===== src/rtl/adc_serial_emulator.sv =====
// Stand-in for the ADCXX1S101 serial ADC: answers cs_n/sclk frames from the
// pixel ADC controller with 12-bit words taken from a selectable test pattern.
module adc_serial_emulator #(
    parameter int unsigned DATA_BITS  = 12,
    parameter int unsigned LEAD_ZEROS = 3,
    parameter int unsigned LINE_LEN   = 112,
    parameter int unsigned CNT_BITS   = 16
) (
    input  logic                 clk_i,
    input  logic                 reset_ni,
    input  logic                 cs_ni,
    input  logic                 sclk_i,
    input  logic [1:0]           mode_i,
    input  logic [DATA_BITS-1:0] const_value_i,
    input  logic [DATA_BITS-1:0] ramp_step_i,
    input  logic                 newline_i,
    input  logic [DATA_BITS-1:0] stream_data_i,
    input  logic                 stream_valid_i,
    output logic                 stream_ready_o,
    input  logic                 clear_status_i,
    output logic                 sdata_o,
    output logic                 sdata_oe_o,
    output logic                 busy_o,
    output logic [CNT_BITS-1:0]  conv_count_o,
    output logic                 underrun_o,
    output logic                 abort_err_o
);

    localparam int unsigned FrameBits = LEAD_ZEROS + DATA_BITS;
    localparam int unsigned KW        = $clog2(FrameBits + 1);
    localparam int unsigned PW        = (LINE_LEN > 1) ? $clog2(LINE_LEN) : 1;

    typedef enum logic [1:0] {StIdle, StShift, StTail} state_e;

    state_e                state_q;
    logic                  cs_q, sclk_q;
    logic [KW-1:0]         k_q;
    logic [DATA_BITS-1:0]  word_q;
    logic [PW-1:0]         pix_q;
    logic [DATA_BITS-1:0]  hold_q;
    logic                  hold_full_q;
    logic                  phase_q;
    logic                  sdata_q, sdata_oe_q, busy_q;
    logic [CNT_BITS-1:0]   conv_q;
    logic                  underrun_q, abort_q;

    logic                  cs_fall, sclk_fall, start;
    logic                  is_stream;
    logic [DATA_BITS-1:0]  ramp_word, word_sel;
    logic                  take_hold, set_under;
    logic [KW-1:0]         k_inc;
    logic [PW-1:0]         pix_next;
    logic [CNT_BITS-1:0]   conv_base;
    logic                  under_base, abort_base;

    // Frame bit k of word w: leading zeros, then MSB-first data, then zeros.
    function automatic logic frame_bit(input logic [KW-1:0] k, input logic [DATA_BITS-1:0] w);
        int unsigned          kk;
        logic [DATA_BITS-1:0] s;
        kk = 32'(k);
        s  = w << (kk - LEAD_ZEROS);
        if (kk >= LEAD_ZEROS && kk < FrameBits) return s[DATA_BITS-1];
        return 1'b0;
    endfunction

    assign cs_fall   = cs_q & ~cs_ni;
    assign sclk_fall = sclk_q & ~sclk_i & ~cs_ni;
    assign start     = cs_fall && (state_q == StIdle);
    assign is_stream = (mode_i == 2'd2);
    assign ramp_word = ramp_step_i * DATA_BITS'(pix_q);
    assign k_inc     = (k_q == KW'(FrameBits)) ? k_q : k_q + 1'b1;
    assign pix_next  = (pix_q == PW'(LINE_LEN - 1)) ? '0 : pix_q + 1'b1;

    // clear_status acts before any same-cycle increment or sticky set.
    assign conv_base  = clear_status_i ? '0 : conv_q;
    assign under_base = clear_status_i ? 1'b0 : underrun_q;
    assign abort_base = clear_status_i ? 1'b0 : abort_q;

    // Pattern word offered at a conversion start; flags say where it came from.
    always_comb begin
        word_sel  = const_value_i;
        take_hold = 1'b0;
        set_under = 1'b0;
        case (mode_i)
            2'd0: word_sel = const_value_i;
            2'd1: word_sel = ramp_word;
            2'd2: begin
                if (hold_full_q) begin
                    word_sel  = hold_q;
                    take_hold = 1'b1;
                end else if (stream_valid_i) begin
                    word_sel = stream_data_i;
                end else begin
                    word_sel  = word_q;
                    set_under = 1'b1;
                end
            end
            2'd3: word_sel = phase_q ? ~const_value_i : const_value_i;
        endcase
    end

    // Previous cs_n/sclk levels for edge detection; idle levels are high.
    always_ff @(posedge clk_i or negedge reset_ni) begin
        if (!reset_ni) begin
            cs_q   <= 1'b1;
            sclk_q <= 1'b1;
        end else begin
            cs_q   <= cs_ni;
            sclk_q <= sclk_i;
        end
    end

    // Ramp pixel index, alternating phase and the depth-1 stream holding register.
    always_ff @(posedge clk_i or negedge reset_ni) begin
        if (!reset_ni) begin
            pix_q       <= '0;
            phase_q     <= 1'b0;
            hold_q      <= '0;
            hold_full_q <= 1'b0;
        end else begin
            if (newline_i) begin
                pix_q <= '0;
            end else if (start && mode_i == 2'd1) begin
                pix_q <= pix_next;
            end
            // Phase advances only on alternating-mode conversions.
            if (start && mode_i == 2'd3) begin
                phase_q <= ~phase_q;
            end
            if (start && is_stream && take_hold) begin
                hold_full_q <= 1'b0;
            end else if (stream_valid_i && !hold_full_q && !(start && is_stream)) begin
                // A sample offered during a stream conversion start is bypassed, not stored.
                hold_q      <= stream_data_i;
                hold_full_q <= 1'b1;
            end
        end
    end

    // Frame state machine with registered serial output and status.
    always_ff @(posedge clk_i or negedge reset_ni) begin
        if (!reset_ni) begin
            state_q    <= StIdle;
            k_q        <= '0;
            word_q     <= '0;
            sdata_q    <= 1'b0;
            sdata_oe_q <= 1'b0;
            busy_q     <= 1'b0;
            conv_q     <= '0;
            underrun_q <= 1'b0;
            abort_q    <= 1'b0;
        end else begin
            sdata_oe_q <= ~cs_ni;
            conv_q     <= conv_base;
            underrun_q <= under_base | (start & is_stream & set_under);
            abort_q    <= abort_base | ((state_q == StShift) & cs_ni);
            case (state_q)
                StIdle: begin
                    sdata_q <= 1'b0;
                    if (start) begin
                        state_q <= StShift;
                        k_q     <= '0;
                        word_q  <= word_sel;
                        busy_q  <= 1'b1;
                        sdata_q <= frame_bit('0, word_sel);
                        conv_q  <= conv_base + 1'b1;
                    end
                end
                StShift, StTail: begin
                    if (cs_ni) begin
                        state_q <= StIdle;
                        busy_q  <= 1'b0;
                        sdata_q <= 1'b0;
                    end else if (sclk_fall) begin
                        k_q     <= k_inc;
                        sdata_q <= frame_bit(k_inc, word_q);
                        if (k_inc == KW'(FrameBits)) state_q <= StTail;
                    end
                end
                default: state_q <= StIdle;
            endcase
        end
    end

    assign sdata_o        = sdata_q;
    assign sdata_oe_o     = sdata_oe_q;
    assign busy_o         = busy_q;
    assign conv_count_o   = conv_q;
    assign underrun_o     = underrun_q;
    assign abort_err_o    = abort_q;
    assign stream_ready_o = ~hold_full_q;

endmodule

===== config.mk =====
export PLATFORM = sky130hd
export DESIGN_NAME = adc_serial_emulator
export DESIGN_NICKNAME = d
export VERILOG_FILES = /design/src/rtl/adc_serial_emulator.sv
export SDC_FILE = /design/constraint.sdc
export NUM_CORES = 1
export LEC_CHECK = 0
export ABC_AREA = 1
export ABC_CLOCK_PERIOD_IN_PS = 7300
export BUFFER_PORTS_ARGS = -buffer_cell sky130_fd_sc_hd__buf_4
export CORE_MARGIN = 3
export CORE_UTILIZATION = 43
export DETAILED_ROUTE_END_ITERATION = 7
export PLACE_DENSITY = 0.7
export SLEW_MARGIN = 20
export SYNTH_ARGS = -nofsm -noshare
export SYNTH_HDL_FRONTEND = slang
export SYNTH_SLANG_ARGS = --single-unit

===== constraint.sdc =====
create_clock -name clk_i -period 7.3 [get_ports clk_i]
set_clock_uncertainty 0.05 [all_clocks]
set_input_delay 1.095 -clock clk_i [delete_from_list [all_inputs] [get_ports clk_i]]
set_output_delay 1.095 -clock clk_i [all_outputs]
set_load 0.05 [all_outputs]

==> Word level (Yosys, flattened, before mapping) <==
Index checks and enable logic that the tools add are counted.
{ "classes": {"addsub": 4, "multipliers": 1, "order_cmp": 2, "n_eq_ne": 15, "shifts": 1, "n_mux": 41, "bitwise_logic": 14, "n_reduce_logical": 22} }
{ "ops": {"columns": ["operator", "n"], "rows": [
  ["$mux 16", 3],
  ["$pmux 12 s4", 1],
  ["$mux 12", 3],
  ["$shl 12x32->12", 1],
  ["$mux 7", 3],
  ["$mux 1", 19],
  ["$add 16x1->16 const B", 1],
  ["$mux 4", 4],
  ["$mul 12x7->12", 1],
  ["$not 12->12", 1],
  ["$ne 3x3->1 const B", 3],
  ["$reduce_and 3->1", 3],
  ["$eq 4x4->1 const B", 2],
  ["$logic_and 1x1->1", 8],
  ["$mux 2", 4],
  ["$ne 2x2->1 const B", 4],
  ["$pmux 4 s2", 1],
  ["$add 7x1->7 const B", 1],
  ["$eq 7x7->1 const B", 1],
  ["$and 1x1->1", 6],
  ["$eq 2x2->1 const B", 3],
  ["$reduce_bool 2->1", 3],
  ["$not 1->1", 5],
  ["$sub 4x2->5 const B", 1],
  ["other kinds (12)", 18]
]} }
{ "totals": {"register_bits": 62, "input_bits": 45, "output_inout_bits": 22, "elab_cells": 115} }

==> Logic depth before layout (Yosys ltp) <==
{ "depth": {"depth_word": 12, "depth_mapped": 26, "ltp_nobuf": 25} }

==> Least setup slack after synthesis <==
OpenSTA, ideal clock, no wires.
{ "synth_timing": {"path_type": "input -> register", "start": "input ramp_step_i[6]", "end": "register word_q[11]", "arrival_time_ns": 4.589, "t_required_ns": 7.134, "slack_ns": 2.545, "stages": 21, "path_buffers": 1, "path_cell_list": "buf_2 > nand2_1 > inv_1 > fa_1 > inv_1 > fa_1 > inv_1 > fa_1 > inv_1 > fa_1 > inv_1 > ha_1 > a21oi_1 > a21boi_0 > nand3_1 > inv_1 > nand3_1 > nand3_1 > nand2_1 > nand2_1 > nand2_1"} }
{ "synth_between": {"elab_chain_len": 2} }
{ "synth_lines": {"columns": ["element", "line", "source"], "rows": [
  ["from (decl)", "15", "input logic [DATA_BITS-1:0] ramp_step_i,"],
  ["$mul 12x7->12", "70", "assign ramp_word = ramp_step_i * DATA_BITS'(pix_q);"],
  ["$pmux 12 s4", "84", "case (mode_i)"],
  ["to (signal assigned)", "163", "word_q <= word_sel;"],
  ["to (decl)", "38", "logic [DATA_BITS-1:0] word_q;"]
]} }
No other way between the ends.
A chain may end at the register's enable or synchronous reset.

==> Final worst setup path <==
{ "layout_timing": {"start": "input ramp_step_i[3]", "end": "register word_q[7]"} }
The elaborated chain is that of the path after synthesis.

==> results_dict.tcl <==
set metrics [dict create \
    synth_commonest_cells "198 x nand2_1, 167 x inv_1, 60 x dfrtp_1" \
    worst_ep_required_time_ns 7.52 \
    clk_latency_ns 0.33 \
    max-slew-margin-rel 0.469 \
    r2r_cells 18 \
    finalHoldViolCount 0 \
    slowest_stage "fa_1" \
    p_int_mw 0.835 \
    drt-wirelength-per-cell_um 13.0 \
    tns_ns 0 \
    synth_area_leaders "dfrtp_1 27%, nand2_1 14%, fa_1 12%" \
    drive_above_1_share 0.118 \
    rows 40 \
    rsz0062_at_grt "false" \
    place.gp.congestion 0.875 \
    rr_startpoint "pix_q[4]$_DFFE_PN0P_" \
    grt_max_degree 63 \
    ir_worst_vdd_uv 144 \
    numClockSinks 62 \
    cts-root-buf "clkbuf_16" \
    power_density_nw_per_um2 209 \
    synthCells 769 \
    cts_htree_levels 3 \
    worstMarginPinSlew_ns 0.794 \
    outcome "finished, final reports clean" \
    cts_max_path_buffers 2 \
    dp_hpwl_mm 10.1 \
    crit_fanout 7 \
    ys_ff_latch 62 \
    vias 4917 \
    r2r_end "word_q[7]$_DFFE_PN0P_" \
    fp.dieArea_um2 14200 \
    path_buf_inv 6 \
    ys.warnings.count 0 \
    min_to "hold_q[7]$_DFFE_PN0P_" \
    syn-num-nets 871 \
    cts_tree "done" \
    ant_nets 0 \
    period_share 0.647 \
    crit_chain "buf_4 > nand2_1 > inv_1 > fa_1 > inv_1 > fa_1 > inv_1 > fa_1 > inv_1 > fa_1 > inv_1 > ha_1 > a21oi_1 > o21ai_0 > a21oi_1 > nor2_1 > nor2_1 > nand2_1 > a21oi_1 > o21ai_0 > nand2_1" \
    fp.dieW_um 119 \
    vias_per_cell 4.93 \
    post_dp_cell_area_um2 6090 \
    synth_largest_area_cell "dfrtp_1" \
    num_io_pins 67 \
    fillerInstances 1203 \
    first_global_vias 4705 \
    core_area_um2 12300 \
    max_stage_delay_ns 0.53 \
    cts_resized 0 \
    total_power_mw 1.33 \
    hp-class "flop to flop" \
    syn_to_final_growth_pct 15.5 \
    synth_area_um2 5500 \
    crit_family "adder cells" \
    p_clk_frac 0.285 \
    fin_ws_ns 2.58 \
    crit_arrival_ns 4.94 \
    postCtsSetupRepairBufs 0 \
    yosysUniqueCellTypes 47 \
    diodes 0 \
    ys.flop_type "dfrtp_1" \
    grt_usage 0.194 \
    pwr-share-comb 0.339 \
    drtIter0Drc 313 \
    cp-end-kind "flop" \
    final_cells 997 \
    setup_violations 0 \
    min_period_ns 4.72 \
    port_buffers 66 \
    switching_share 0.372 \
    routed_wl_mm 13.0 \
    start_kind "primary input" \
    nNetsFinal 927 \
    worst-setup-path-type "primary input to flop" \
    min_path_cells 2 \
    ys_async_sr_fraction 1.00 \
    start_util 0.448 \
    synth_edf_count 0 \
    avgSynthCellArea_um2 7.15 \
    die_h_um 119 \
    p_leak_nw 3.61 \
    fin_area_um2 6350 \
    synth_top_area_frac 0.273 \
    ctsHoldBuffers 0 \
    drv_cap 0 \
    clk_pin_slew_ns 0.05 \
    yosysMostFrequentCell "nand2_1" \
    route.detailed.drc 0 \
    antenna_found_initial 0 \
    hold_start "hold_q[7]$_DFFE_PN0P_" \
    worst_path_most_repeated_cell "inv_1" \
    ys_seq_area_frac 0.283 \
    rrSetupSlack_ns 2.84 \
    dp.cells 982 \
    fmaxAchievable_mhz 212 \
    grt_pass1_wl_mm 22.5 \
    post-route-util 0.518 \
    switchingPower_mw 0.495 \
    slew_viol_final 0 \
    cts_inserted_buffers 9 \
    dp_slack_ns 2.23 \
    gr-total-overflow 0 \
    power_frac_seq 0.375 \
    drt-pass1-iter-count 4 \
    whs_ns 0.435 \
]
registers in the layout, summed over array words and instances (netlist names), 2 cells and up:
register,cells
state_q,2
word_q,12
k_q,4
hold_q,12
pix_q,7
conv_count_o,16
worst max-delay path by stage:
stage                         startpoint                     end  slack [ns]  depth (start not counted)
after floorplan           ramp_step_i[6]  word_q[11]$_DFFE_PN0P_        2.54                         21
after global placement    ramp_step_i[3]   word_q[7]$_DFFE_PN0P_        2.31                         21
after detailed placement  ramp_step_i[4]  word_q[11]$_DFFE_PN0P_        2.23                         21
after CTS                 ramp_step_i[4]  word_q[11]$_DFFE_PN0P_        2.56                         21
after global routing      ramp_step_i[3]   word_q[7]$_DFFE_PN0P_        2.20                         21
final                     ramp_step_i[3]   word_q[7]$_DFFE_PN0P_        2.58                         21
metal layers:
| layer | track usage | vias up | routed length [um] |
|---|---|---|---|
| met4 | 0.0456 | 0 | 184 |
| met5 | 0 | - | 0 |
| met1 | 0.279 | 2274 | 6060 |
| li1 | - | 2501 | - |
| met2 | 0.305 | 128 | 6100 |
| met3 | 0.0323 | 14 | 652 |
kinds of logic (layout without fill, tap and decap cells):
kind of cell               count (synthesis)  in the layout  synth area share
and+or+nand+nor                          311            311             0.245
buffers and inverters                    192            252             0.139
AOI/OAI and AO/OA                        126            126             0.126
DFF                                       62             62             0.283
adders and majority gates                 57             57             0.173
xor gates and xnor gates                  20             20            0.0319
muxes                                      1              1           0.00205
worst min-delay path, stage by stage, from the launching register on:
cell     delay (ns)
dfrtp_1        0.34
nand2_1        0.05
o21ai_0        0.06
cells in the final DEF, fill, tap and decap left out, types with 2 or more instances in the layout:
master / n
dfstp_2: 2
o211ai_1: 4
buf_4: 66
clkbuf_1: 3
fa_1: 32
nor3_1: 9
dfrtp_1: 60
clkinv_2: 2
clkbuf_16: 9
nor2_1: 47
a221oi_1: 3
nand3_1: 36
inv_1: 167
a22o_1: 2
nor4_1: 2
a21oi_1: 45
o21ai_1: 2
nor3_4: 2
nand2_1: 198
nand4_1: 5
inv_2: 3
xor2_1: 13
nand4_2: 2
ha_1: 25
o2111ai_1: 4
o22ai_1: 4
o21ai_0: 57
xnor2_1: 7
area by class of cell:
type / instances / area [um^2] / area share
well taps: 168 / 210 / 0.0331
inverters: 171 / 647 / 0.102
flip-flops and latches: 62 / 1550 / 0.245
repair buffers: 66 / 495 / 0.0781
clock inverters: 2 / 10.0 / 0.00158
clock buffers: 13 / 250 / 0.0394
multi-input cells: 515 / 3180 / 0.501
power groups by stage:
| stage | logic (mW) | registers [mW] | clock network (mW) |
|---|---|---|---|
| after floorplan | 0.327 | 0.495 | 0 |
| after global placement | 0.441 | 0.501 | 0 |
| after detailed placement | 0.448 | 0.501 | 0 |
| after CTS | 0.450 | 0.497 | 0.386 |
| after global routing | 0.519 | 0.510 | 0.403 |
| final | 0.451 | 0.499 | 0.380 |
(Power assumes the default switching activity.)
